File: src/rtl/mtimer.sv
// Machine timer: 64-bit mtime with prescaler, 64-bit mtimecmp, registered MTIP level.
// Bus responses arrive one cycle after the request; there is no stall, so requests may issue every cycle.
module mtimer #(
   parameter int          XLEN      = 32,
   parameter int          PRESCALE  = 1,
   parameter logic [31:0] BASE_ADDR = 32'h0200_0000
) (
   input  logic            i_clk,
   input  logic            i_rst,
   input  logic            i_req,
   input  logic            i_we,
   input  logic [XLEN-1:0] i_addr,
   input  logic [XLEN-1:0] i_wdata,
   output logic            o_ack,
   output logic [XLEN-1:0] o_rdata,
   output logic            o_err,
   output logic            o_tip
);

   localparam logic [2:0]  OFF_MTIME_LO = 3'd0;
   localparam logic [2:0]  OFF_MTIME_HI = 3'd1;
   localparam logic [2:0]  OFF_CMP_LO   = 3'd2;
   localparam logic [2:0]  OFF_CMP_HI   = 3'd3;
   localparam logic [2:0]  OFF_CTRL     = 3'd4;
   localparam logic [2:0]  OFF_SNAP     = 3'd5;
   localparam logic [15:0] PS_MAX       = 16'(PRESCALE - 1);

   logic [63:0] mtime_q, mtime_d;
   logic [63:0] cmp_q, cmp_d;
   logic        en_q, en_d;
   logic [15:0] pc_q, pc_d;
   logic [31:0] snap_q, snap_d;
   logic        ack_q, ack_d;
   logic        err_q, err_d;
   logic [31:0] rdata_q, rdata_d;
   logic        tip_q, tip_d;

   logic [2:0]  off;
   logic        wr;
   logic        rd;
   logic        tick;
   logic [31:0] rmux;

   // Upper address bits are decoded outside; byte lanes are ignored.
   logic unused_bits;
   assign unused_bits = ^{i_addr[XLEN-1:5], i_addr[1:0], BASE_ADDR[0]};

   assign off = i_addr[4:2];
   assign wr  = i_req & i_we;
   assign rd  = i_req & ~i_we;

   always_comb begin
      tick = en_q && (pc_q == PS_MAX);
      pc_d = pc_q;
      if (en_q) begin
         pc_d = tick ? 16'd0 : pc_q + 16'd1;
      end
   end

   // A software write to either mtime half overrides the tick for that cycle.
   always_comb begin
      mtime_d = mtime_q + {63'd0, tick};
      cmp_d   = cmp_q;
      en_d    = en_q;
      snap_d  = snap_q;
      if (wr) begin
         case (off)
            OFF_MTIME_LO: mtime_d = {mtime_q[63:32], i_wdata[31:0]};
            OFF_MTIME_HI: mtime_d = {i_wdata[31:0], mtime_q[31:0]};
            OFF_CMP_LO:   cmp_d   = {cmp_q[63:32], i_wdata[31:0]};
            OFF_CMP_HI:   cmp_d   = {i_wdata[31:0], cmp_q[31:0]};
            OFF_CTRL:     en_d    = i_wdata[0];
            default:      ;
         endcase
      end
      if (rd && (off == OFF_MTIME_LO)) begin
         snap_d = mtime_q[63:32];
      end
   end

   always_comb begin
      rmux = 32'd0;
      case (off)
         OFF_MTIME_LO: rmux = mtime_q[31:0];
         OFF_MTIME_HI: rmux = mtime_q[63:32];
         OFF_CMP_LO:   rmux = cmp_q[31:0];
         OFF_CMP_HI:   rmux = cmp_q[63:32];
         OFF_CTRL:     rmux = {31'd0, en_q};
         OFF_SNAP:     rmux = snap_q;
         default:      rmux = 32'd0;
      endcase
   end

   always_comb begin
      ack_d   = i_req;
      err_d   = i_req && ((off > OFF_SNAP) || (i_we && (off == OFF_SNAP)));
      rdata_d = rd ? rmux : 32'd0;
      tip_d   = (mtime_q >= cmp_q);
   end

   always_ff @(posedge i_clk or negedge i_rst) begin
      if (!i_rst) begin
         mtime_q <= 64'd0;
         cmp_q   <= 64'hFFFF_FFFF_FFFF_FFFF;
         en_q    <= 1'b1;
         pc_q    <= 16'd0;
         snap_q  <= 32'd0;
         ack_q   <= 1'b0;
         err_q   <= 1'b0;
         rdata_q <= 32'd0;
         tip_q   <= 1'b0;
      end else begin
         mtime_q <= mtime_d;
         cmp_q   <= cmp_d;
         en_q    <= en_d;
         pc_q    <= pc_d;
         snap_q  <= snap_d;
         ack_q   <= ack_d;
         err_q   <= err_d;
         rdata_q <= rdata_d;
         tip_q   <= tip_d;
      end
   end

   assign o_ack   = ack_q;
   assign o_err   = err_q;
   assign o_rdata = {{(XLEN-32){1'b0}}, rdata_q};
   assign o_tip   = tip_q;

endmodule

File: config.mk
export PLATFORM = sky130hd
export DESIGN_NAME = mtimer
export DESIGN_NICKNAME = d
export VERILOG_FILES = /design/src/rtl/mtimer.sv
export SDC_FILE = /design/constraint.sdc
export NUM_CORES = 1
export LEC_CHECK = 0
export CORE_UTILIZATION = 35
export CTS_BUF_LIST = sky130_fd_sc_hd__clkbuf_8
export DETAILED_ROUTE_END_ITERATION = 6
export PLACE_DENSITY = 0.57
export SYNTH_ARGS = -nofsm -noshare
export SYNTH_HDL_FRONTEND = slang
export SYNTH_SLANG_ARGS = --single-unit
File: constraint.sdc
create_clock -name i_clk -period 7.96 [get_ports i_clk]
set_input_delay 0.796 -clock i_clk [delete_from_list [all_inputs] [get_ports i_clk]]
set_output_delay 0.796 -clock i_clk [all_outputs]
set_load 0.01 [all_outputs]
==> flow_summary.ini, run 1 <==
[placement]
gp_congestion = 0.875
dp_slack_ns = 3.62
dp_hpwl_um = 25500
portBuffers = 73

[clock_tree]
postCtsHoldBufs = 0
h-tree-depth = 2
clock_latency_ns = 0.56
cts_root_buffer = clkbuf_8
cts_resized = 0
cts_setup_buffers = 0
cts_num_sinks = 212
cts_max_path_buffers = 3
numCtsBuffers = 41
clk_pin_slew_ns = 0.06
cts_tree = built

[detailed_routing]
via_count = 10400
first_pass_iters = 7
wire_per_inst_um = 20.6
drc = 0
first_iter_violations = 794
wirelength_um = 37900
drt-vias-per-instance = 5.67
ant_nets = 0

[layout]
n_fill_cell = 3431
mostFrequentLayoutCells = 147 x dfrtp_1, 136 x nand2_1, 94 x inv_1
fin_nets = 1492
area_growth_pct = 15.4
layout_commonest_cell = dfrtp_1
diodes = 0
layout-drive-gt1-share_pct = 18.4

[critical_path]
critical_path_class = register to register
cpPeakStageDelay_ns = 0.62
path_max_fanout = 6
cp_common_cell = ha_1
crit_buf_inv = 0
required_ns = 8.33
worst_ep_arrival_time_ns = 4.51
cpLargestDelayFamily = simple AND/OR/NAND/NOR gates
worst_setup_path_start_kind = register
worstPathCellList = nor4_1 -> nand4_1 -> nor2_1 -> ha_1 -> ha_1 -> nand3_1 -> or2_2 -> or4_1 -> or4b_1 -> nor3_1 -> a311oi_1
worstSetupEndpointType = register
cp_slowest_cell = or4b_1

[synthesis]
syn_avg_cell_area_sq_um = 9.54
ys_seq_area_share_pct = 43.4
synth_area_sq_mm = 0.0124
netlist_top_cells_area = dfrtp_1 30%, dfstp_2 14%, ha_1 6.9%
ys_ff_latch = 212
ys_types = 68
netlist.area_leader.share_pct = 29.6
async_flop_share_pct = 100
synth-main-ff-cell = dfrtp_1
yosys_warnings = 0
synth_nets = 1437
synth_edf_count = 0
synth_largest_area_cell = dfrtp_1
synthCells = 1301

[floorplanning]
die_x_um = 190
start_util_pct = 35.7
chipHeight_um = 190
core_area_sq_mm = 0.0347
die_area_sq_mm = 0.0362
num_rows = 68
io_pins = 103

[hold_path]
min_path_type = input pin to asynchronous set/reset pin

[global_routing]
grt.total_usage_pct = 21.3
antenna_found_initial = 0
grt_pass1_vias = 10200
grt_pass1_wl_um = 59600
grt_max_degree = 78
grt.overflow.total = 0

[sta]
final.setup.tns_ns = 0
rsz0062_at_grt = no
fin_skew_ns = 0.0318
slew_headroom_pct = 31.3
hold_viol_final = 0
worst_pin_slew_ns = 1.03
fmax_mhz = 242
finalCritPeriodShare_pct = 52.0
fin_crit_ns = 4.14
fin_ws_ns = 3.82
finalMaxSlewViolations = 0
finalSetupViolCount = 0

[run]
maxCapViolCount = 0

[pwr]
ir_drop_uv = 99.4
leakagePower_nw = 6.07
pwr_density_cell_mw_per_mm2 = 260

[run_status]
status = finished clean
==> worst reg2reg max path: cells and delay by family, from the launching register on <==
family	cells	cell delay [ns]
flops	1	0.40
fa+ha+maj	2	0.47
compound gates	1	0.16
simple gates	8	2.92
==> report_power, final <==
group | total, mW | internal, mW | switching (mW)
Sequential | 1.69 | 1.38 | 0.312
Clock | 1.05 | 0.576 | 0.479
Combinational | 0.980 | 0.468 | 0.512
Total | 3.73 | 2.43 | 1.30
==> cell type report <==
| type | count | area [sq um] | area share [%] |
|---|---|---|---|
| repair buffers | 91 | 861 | 6.01 |
| clock inverters | 23 | 98.8 | 0.690 |
| well taps | 455 | 569 | 3.98 |
| flip-flops and latches | 212 | 5390 | 37.6 |
| multi-input cells | 933 | 6410 | 44.8 |
| clock buffers | 51 | 702 | 4.90 |
| inverters | 77 | 289 | 2.02 |
==> registers in the layout, indices dropped and copies added, names as in the netlist <==
register / flops
o_rdata: 32
o_err: 1
cmp_q: 64
en_q: 1
pc_q: 16
o_tip: 1
mtime_q: 64
o_ack: 1
snap_q: 32
==> path summary, 6_finish.rpt <==
check                      slack [ns]  cells after the start  startpoint           to
min in group i_clk               0.48                      2   snap_q[5]    snap_q[5]
max reg2reg                      3.82                     11    pc_q[13]  mtime_q[52]
max in group asynchronous        6.31                      2       i_rst   snap_q[28]
min reg2reg                      0.48                      2   snap_q[5]    snap_q[5]
max                              3.82                     11    pc_q[13]  mtime_q[52]
min                              0.21                      1       i_rst     pc_q[14]
==> logic make-up (layout without fill, tap and decap cells) <==
logic type / after synthesis / after routing / share of synthesized area, %
muxes: 95 / 95 / 9.91
and+or+nand+nor: 442 / 442 / 17.9
AOI/OAI and AO/OA: 314 / 314 / 15.8
DFF: 212 / 212 / 43.4
adders and majority gates: 68 / 68 / 6.86
buffers and inverters: 156 / 242 / 5.07
xor gates and xnor gates: 14 / 14 / 0.988
==> per-stage QoR <==
step / util (%) / std cells / hold slack (ns) / area, sq um / power (mW)
floorplan: - / 1301 / 0.447 / 12400 / 2.31
global placement: 38.9 / 1768 / 0.463 / 13500 / 2.65
detailed placement: 38.9 / 1768 / 0.471 / 13500 / 2.68
CTS: 41.3 / 1842 / 0.230 / 14300 / 3.76
global route: 41.3 / 1842 / 0.254 / 14300 / 3.99
finish: 41.3 / 1842 / 0.207 / 14300 / 3.73
==> Yosys cell counts (6+ instances only) <==
master,instances
a221o_1,8
clkbuf_1,61
inv_1,77
ha_1,68
dfrtp_1,147
dfstp_2,65
nor4_1,15
buf_1,10
or4_1,8
o211ai_1,10
nand3_1,58
a31oi_1,11
xnor2_1,9
a21oi_1,91
o311ai_0,6
nand2_1,136
nor2_1,81
mux4_2,15
mux2_2,73
mux2i_1,7
nand4_1,28
a21o_1,8
and4_1,8
and3_1,24
nor3_1,24
nor2b_1,22
a211oi_1,6
o22ai_1,9
or3_1,8
o21ai_0,87
a22oi_1,42
==> routing by layer <==
layer  global-route usage [%]  vias to the layer above  routed length, um
li1                         -                     4844                  -
met1                     30.3                     5218              17500
met2                     33.1                      308              17200
met3                     3.26                       68               2200
met4                     6.80                        0               1070
met5                        0                        -                  0
No activity file was read; power rests on OpenSTA's default activity.
==> inputs of run 2 (changes only) <==
--- a/config.mk
+++ b/config.mk
@@ -8,7 +8,7 @@
 export CORE_UTILIZATION = 35
 export CTS_BUF_LIST = sky130_fd_sc_hd__clkbuf_8
 export DETAILED_ROUTE_END_ITERATION = 6
-export PLACE_DENSITY = 0.57
+export PLACE_DENSITY = 0.59
 export SYNTH_ARGS = -nofsm -noshare
 export SYNTH_HDL_FRONTEND = slang
 export SYNTH_SLANG_ARGS = --single-unit
==> constraint.sdc (replaced) <==
create_clock -name i_clk -period 3.61 [get_ports i_clk]
set_input_delay 0.361 -clock i_clk [delete_from_list [all_inputs] [get_ports i_clk]]
set_output_delay 0.361 -clock i_clk [all_outputs]
set_load 0.01 [all_outputs]
==> run 2 against run 1 <==
Worst setup slack worse by 3.7 ns. Clock power up 130%. Critical path type unchanged. Largest cell class unchanged. Global-route usage rose by 0.45 points. Core utilization up 1.4 points. Highest routed layer unchanged.
==> flow_summary.ini, run 2 (same netlist as run 1, synthesis figures left out) <==
[floorplanning]
die_area_sq_mm = 0.0362
io_pins = 103
die_x_um = 190
chipHeight_um = 190
core_area_sq_mm = 0.0347
start_util_pct = 35.7
num_rows = 68

[critical_path]
required_ns = 4.06
crit_end = mtime_q[32]
r2r_slack_ns = 0.16
worst_setup_path_start_kind = register
rr_worst_depth = 11
critical_path_class = register to register
worstReg2RegEnd = mtime_q[32]
worst_ep_arrival_time_ns = 3.90
path_max_fanout = 4
worstSetupEndpointType = register
critPathLaunch = pc_q[13]
worstReg2RegStart = pc_q[13]

[layout]
mostFrequentLayoutCells = 147 x dfrtp_1, 136 x nand2_1, 93 x inv_1
area_growth_pct = 19.3
top_regs = cmp_q (64), mtime_q (64)
layout-drive-gt1-share_pct = 21.8
finalCoreUtilization_pct = 42.7
fin_nets = 1541
design_area_sq_mm = 0.0148
diodes = 0
layout_commonest_cell = dfrtp_1

[clock_tree]
h-tree-depth = 2
cts_max_path_buffers = 3
numCtsBuffers = 41
cts_num_sinks = 212
cts_tree = built
clk_pin_slew_ns = 0.06
cts_root_buffer = clkbuf_8
clock_latency_ns = 0.56

[pwr]
pwr_density_cell_mw_per_mm2 = 572
ir_drop_uv = 272
finalPower_mw = 8.48
leakagePower_nw = 6.35

[sta]
finalCritPeriodShare_pct = 95.6
worst_pin_slew_ns = 1.08
fin_crit_ns = 3.45
slew_headroom_pct = 27.7
holdWs_ns = 0.367
fmax_mhz = 290
finalSetupViolCount = 0
finalMaxSlewViolations = 0
final.setup.tns_ns = 0
fin_skew_ns = 0.0246
hold_viol_final = 0

[run]
maxCapViolCount = 0

[global_routing]
grt_max_degree = 97
grt.total_usage_pct = 21.8
antenna_found_initial = 0
grt_pass1_vias = 10500
grt_pass1_wl_um = 60900
grt.overflow.total = 0

[detailed_routing]
top_layer_used = met4
dr_wl_met2_um = 18200
wire_per_inst_um = 20.5
wl_met3_um = 2520
ant_nets = 0
drt-vias-per-instance = 5.61
wirelength_um = 38900
drt-met1-wl_um = 17100
first_pass_iters = 5
via_count = 10600
drc = 0
first_iter_violations = 707

[hold_path]
min_from = i_addr[2]
min_path_type = input pin to register

[placement]
portBuffers = 73
placed_cell_area_sq_mm = 0.0139
gp_congestion = 0.907
dp_hpwl_um = 27100

[run_status]
status = finished clean
-- run 2: cell types whose count changed in the layout (fill, tap and decap cells not counted), moves of 2 or more --
cell      previous run  this run
buf_12               0         4
buf_4               18        62
clkinv_2             4         7
nor3_1              24        22
nor3_2               1         3
nor4_1              15        13
nor4_2               2         4
-- run 2: per-layer routing --
metal  up-vias  GRT usage, %
li1       4947             -
met1      5248          29.6
met2       341          34.7
met3        81          4.10
met4         0          6.95
met5         -             0
-- run 2: critical path, stage by stage (launching register included) --
cell	delay, ns
dfrtp_1	0.41
nor4_2	0.29
nand4_1	0.17
nor2_2	0.15
ha_1	0.22
ha_1	0.21
nand3_2	0.13
or2_2	0.34
or4_1	0.46
or4b_4	0.56
buf_4	0.15
o311ai_0	0.27
-- run 2: worst min path at each step --
stage	slack [ns]	to	depth (start not counted)
floorplan	0.07	mtime_q[0]	0
global placement	0.46	pc_q[15]	1
detailed placement	0.46	pc_q[14]	1
CTS	0.36	o_rdata[0]	3
global route	0.38	o_rdata[0]	3
finish	0.37	o_rdata[0]	3
-- run 2: per-stage QoR --
stage / instances / setup slack [ns]
2_1_floorplan: 1301 / 0.180
3_3_place_gp: 1816 / 0.0219
3_5_place_dp: 1816 / 0.00975
4_1_cts: 1893 / 0.0102
5_1_grt: 1893 / -0.0541
6_report: 1893 / 0.158
-- run 2: power breakdown --
part | switching, mW | internal, mW
logic | 1.29 | 1.12
registers | 0.579 | 3.05
clock network | 1.09 | 1.35
-- run 2: what timing repair did --
item / 4_1_cts / 5_1_grt
hold endpoints to repair: 68 / 0
hold buffers: 1 / 0
buffers inserted: 0 / 0
setup endpoints to repair: 0 / 10
resized for setup: 0 / 7
-- run 2: area by class of cell --
class / instances / area [sq um]
clock buffers: 51 / 702
clock inverters: 25 / 133
fillers: 3505 / 19900
inverters: 77 / 289
multi-input cells: 933 / 6450
flip-flops and latches: 212 / 5390
well taps: 455 / 569
repair buffers: 140 / 1280
